--- config.mk ---
export PLATFORM = sky130hd
export DESIGN_NAME = encoder_activation_seq
export DESIGN_NICKNAME = d
export VERILOG_FILES = /design/src/rtl/encoder_activation_seq.sv
export SDC_FILE = /design/constraint.sdc
export NUM_CORES = 1
export LEC_CHECK = 0
export CORE_MARGIN = 8
export CORE_UTILIZATION = 35
export CTS_CLUSTER_DIAMETER = 30
export DETAILED_ROUTE_END_ITERATION = 8
export PLACE_DENSITY = 0.62
export SYNTH_ARGS = -nofsm -noshare
export SYNTH_HDL_FRONTEND = slang
export SYNTH_SLANG_ARGS = --single-unit
--- constraint.sdc ---
create_clock -name clk -period 4.1 [get_ports clk]
set_input_delay 1.23 -clock clk [delete_from_list [all_inputs] [get_ports clk]]
set_output_delay 1.23 -clock clk [all_outputs]
set_load 0.01 [all_outputs]
--- src/rtl/encoder_activation_seq.sv ---
// encoder_activation_seq: captures an encoder result vector and applies ReLU or hard sigmoid
// one element per cycle, then presents the activated vector downstream with valid/ready.
module encoder_activation_seq #(
    parameter int M_OUTPUT  = 4,
    parameter int BITSIZE   = 32,
    parameter int FRAC_BITS = 16,
    parameter int ACT_TYPE  = 1
) (
    input  logic                         clk,
    input  logic                         rst_n,
    input  logic                         in_valid,
    output logic                         in_ready,
    input  logic [M_OUTPUT*BITSIZE-1:0]  in_data,
    output logic                         out_valid,
    input  logic                         out_ready,
    output logic [M_OUTPUT*BITSIZE-1:0]  out_data,
    output logic                         busy
);
    localparam int IW = (M_OUTPUT > 1) ? $clog2(M_OUTPUT) : 1;
    localparam logic [IW-1:0] LAST = IW'(M_OUTPUT - 1);
    localparam logic signed [BITSIZE:0] ONE  = (BITSIZE+1)'(1) << FRAC_BITS;
    localparam logic signed [BITSIZE:0] HALF = ONE >>> 1;

    typedef enum logic [1:0] {IDLE, PROC, DONE} state_t;

    state_t                      state, state_next;
    logic [IW-1:0]               idx;
    logic [M_OUTPUT*BITSIZE-1:0] cap;
    logic signed [BITSIZE-1:0]   cur, act;
    logic signed [BITSIZE:0]     t;

    always_ff @(posedge clk or negedge rst_n)
        if (!rst_n) state <= IDLE;
        else        state <= state_next;

    always_comb begin
        state_next = state;
        state_next = (state == IDLE && in_valid)    ? PROC :
                     (state == PROC && idx == LAST) ? DONE :
                     (state == DONE && out_ready)   ? IDLE : state;
    end

    assign in_ready  = (state == IDLE);
    assign out_valid = (state == DONE);
    assign busy      = (state != IDLE);

    // hard sigmoid works one bit wider so the +0.5 offset cannot wrap before the clamp
    always_comb begin
        cur = cap[idx*BITSIZE +: BITSIZE];
        t   = {{3{cur[BITSIZE-1]}}, cur[BITSIZE-1:2]} + HALF;
        act = (ACT_TYPE == 0) ? (cur[BITSIZE-1] ? '0 : cur) :
              (ACT_TYPE == 1) ? (t[BITSIZE] ? '0 : (t > ONE) ? ONE[BITSIZE-1:0] : t[BITSIZE-1:0]) :
              cur;
    end

    always_ff @(posedge clk or negedge rst_n)
        if (!rst_n) begin
            idx      <= '0;
            cap      <= '0;
            out_data <= '0;
        end else if (state == IDLE && in_valid) begin
            cap <= in_data;
            idx <= '0;
        end else if (state == PROC) begin
            out_data[idx*BITSIZE +: BITSIZE] <= act;
            idx <= (idx == LAST) ? '0 : idx + 1'b1;
        end
endmodule

==> flow_metrics.env <==
export IMPL_path_cells="inv_4, o21ai_0, nand4_1, o41ai_4, nand4_4, o21ai_0"
export IMPL_ys_ff_latch=244
export IMPL_core_area_sq_um=28600
export IMPL_post_route_period_util=0.906
export IMPL_path_buf_inv=1
export IMPL_rsz0062_at_grt="false"
export IMPL_layout_min_cycle_time_ns=3.71
export IMPL_yosysMostFrequentCell="dfrtp_1"
export IMPL_endpoint_kind="register"
export IMPL_cap_violations=0
export IMPL_cts_buffer_depth=3
export IMPL_synth_area_per_cell_sq_um=13.6
export IMPL_p_leak_nw=6.46
export IMPL_criticalPathCategory="register to register"
export IMPL_num_vias=6879
export IMPL_grt_usage=0.160
export IMPL_p_int_mw=7.46
export IMPL_ios=263
export IMPL_grt_ovfl_total=0
export IMPL_worstPathArrival_ns=4.18
export IMPL_clock_sinks=244
export IMPL_tritoncts="yes"
export IMPL_wirelength_um=27500
export IMPL_cp_slowest_stage_delay_ns=0.96
export IMPL_fmax_ghz=0.269
export IMPL_cts_resized_gates=0
export IMPL_ant_nets=0
export IMPL_cp_data_required_time_ns=4.57
export IMPL_relSlewSlack=0.233
export IMPL_vias_per_cell=4.70
export IMPL_async_reset_ff_frac=1.00
export IMPL_wire_per_inst_um=18.8
export IMPL_htreeDepth=2
export IMPL_drc=0
export IMPL_cts_buffers=56
export IMPL_nets=1172
export IMPL_outcome="complete, no violations"
export IMPL_cts_setup_buffers=0
export IMPL_die_w_um=186
export IMPL_grt_pass1_vias=7277
export IMPL_seq_power_share=0.314
export IMPL_io_buffer_count=246
export IMPL_start_kind="register"
export IMPL_place_area_sq_um=13000
export IMPL_synthFlopType="dfrtp_1"
export IMPL_yosysSeqAreaShare=0.603
export IMPL_root_buffer="clkbuf_16"
export IMPL_postCtsHoldBufs=0
export IMPL_syn_cell_area_sq_um=10100
export IMPL_min_path_type="register to register"
export IMPL_ir_worst_vdd_uv=387
export IMPL_synthTopCellsByArea="dfrtp_1, mux2_2, nand2_1, mux4_2, and2_1"
export IMPL_finalWeightedCongestion=0.739
export IMPL_grt_pass1_wl_um=42800
export IMPL_grt_start_max_net_pins=91
export IMPL_drtIter0Drc=323
export IMPL_finalSetupTns_ns=0
export IMPL_p_switching_mw=3.40
export IMPL_ys_types=42
export IMPL_syn_inst=747
export IMPL_fin_skew_ns=0.0212
export IMPL_fin_util=0.522
export IMPL_hold_violations=0
export IMPL_crit_slowest_cell="o21ai_0"
export IMPL_dp_hpwl_um=19900
export IMPL_drive_above_1_share=0.272
export IMPL_synth_edf_count=0
export IMPL_antenna_found_initial=3
export IMPL_report_final_slew_viol_count=0
export IMPL_nFillCells=2453
export IMPL_power_frac_clock=0.403
export IMPL_worstMarginPinSlew_ns=1.14
export IMPL_synth_common_cells="dfrtp_1, mux2_2, nand2_1"
export IMPL_path_max_fanout=23
export IMPL_crit_top_cell="o21ai_0"
export IMPL_fin_area_sq_um=14900
export IMPL_power_density_nw_per_um2=727
export IMPL_initial_utilization=0.354
export IMPL_clk_pin_slew_ns=0.05
export IMPL_rows=62
export IMPL_insertion_delay_ns=0.57
export IMPL_synth_top_cell_area_share=0.603
export IMPL_sw_frac_of_total=0.313
export IMPL_synth_top_area_cell="dfrtp_1"
export IMPL_synth_warnings=0
export IMPL_comb_power_share=0.283
export IMPL_path_delay_family="compound AO/OA/AOI/OAI gates"
export IMPL_area_delta_synth_final_pct=47.5
export IMPL_drt_first_pass_iters=4
export IMPL_finalSetupViolations=0
export IMPL_dieHeight_um=186
export IMPL_dieArea_sq_um=34600
## registers in the layout (all words and copies together), names as in the netlist
signal / flops
cap: 120
idx: 2
out_data: 120
state: 2
## layout by cell type, fill, tap and decap left out, drive strengths merged, types with 5 or more instances in the layout
cell type / count
mux4: 15
clkbuf: 69
mux2: 135
inv: 16
conb: 8
buf: 24
and2: 53
o21ai: 84
dfrtp: 244
mux2i: 16
clkinv: 15
ha: 7
clkinvlp: 5
nand2: 91
clkdlybuf4s50: 245
nand4: 10
## per-stage QoR
step | power [mW] | hold slack, ns | std cells | worst slack, ns
CTS | 11.0 | 0.476 | 1464 | 0.332
global route | 11.5 | 0.489 | 1465 | 0.0181
finish | 10.9 | 0.472 | 1465 | 0.387
global placement | 6.50 | 0.461 | 1359 | 0.348
floorplan | 5.50 | 0.473 | 754 | 1.29
detailed placement | 6.56 | 0.466 | 1359 | 0.307
## cell families (layout without fill, tap and decap cells)
logic type      Yosys count  after routing  share of synthesized area
compound gates           95             95                     0.0604
xor+xnor                  3              3                    0.00259
fa+ha+maj                 7              7                    0.00865
buf+inv                  52            378                     0.0310
flops                   244            244                      0.603
mux                     166            166                      0.200
other cells               1              9                   0.000370
simple gates            179            179                     0.0940
## tightest hold or removal path, delay by kind of cell, from the launching register on
family	cells	cell delay, ns
AND/OR/NAND/NOR	1	0.06
flip-flops	1	0.33
AO/OA/AOI/OAI	1	0.05
## routing by layer
metal	up-vias	global-route usage	share of wire
li1	3206	-	-
met1	3422	0.217	0.45
met2	202	0.246	0.46
met3	45	0.0435	0.062
met4	4	0.0521	0.020
met5	-	0	0.00087
## final cells by class
cell class,count,area (sq um),share of cell area
well taps,384,480,0.0322
diodes,1,2.50,0.000168
multi-input cells,458,3740,0.250
flip-flops and latches,244,6110,0.409
inverters,4,17.5,0.00117
clock buffers,69,1500,0.100
repair buffers,269,2690,0.180
clock inverters,36,402,0.0269
## final timing paths
kind	from	cells past startpoint	to	slack (ns)
worst max register to register	idx[0]$_DFFE_PN0P_	6	out_data[3]$_DFFE_PN0P_	0.39
worst min register to register	out_data[14]$_DFFE_PN0P_	2	out_data[14]$_DFFE_PN0P_	0.47
worst max-delay path	idx[0]$_DFFE_PN0P_	6	out_data[3]$_DFFE_PN0P_	0.39
max in group asynchronous	rst_n	2	idx[1]$_DFFE_PN0P_	2.55
min in group asynchronous	rst_n	1	cap[84]$_DFFE_PN0P_	0.60
worst min-delay path	out_data[14]$_DFFE_PN0P_	2	out_data[14]$_DFFE_PN0P_	0.47
## power by group through the flow
stage	clock network [mW]	logic, mW	registers (mW)
after floorplan	0	2.18	3.31
after global placement	0	3.07	3.43
after detailed placement	0	3.11	3.46
after CTS	4.46	3.12	3.42
after global routing	4.61	3.34	3.52
final	4.38	3.07	3.41
(Power assumes the default switching activity.)
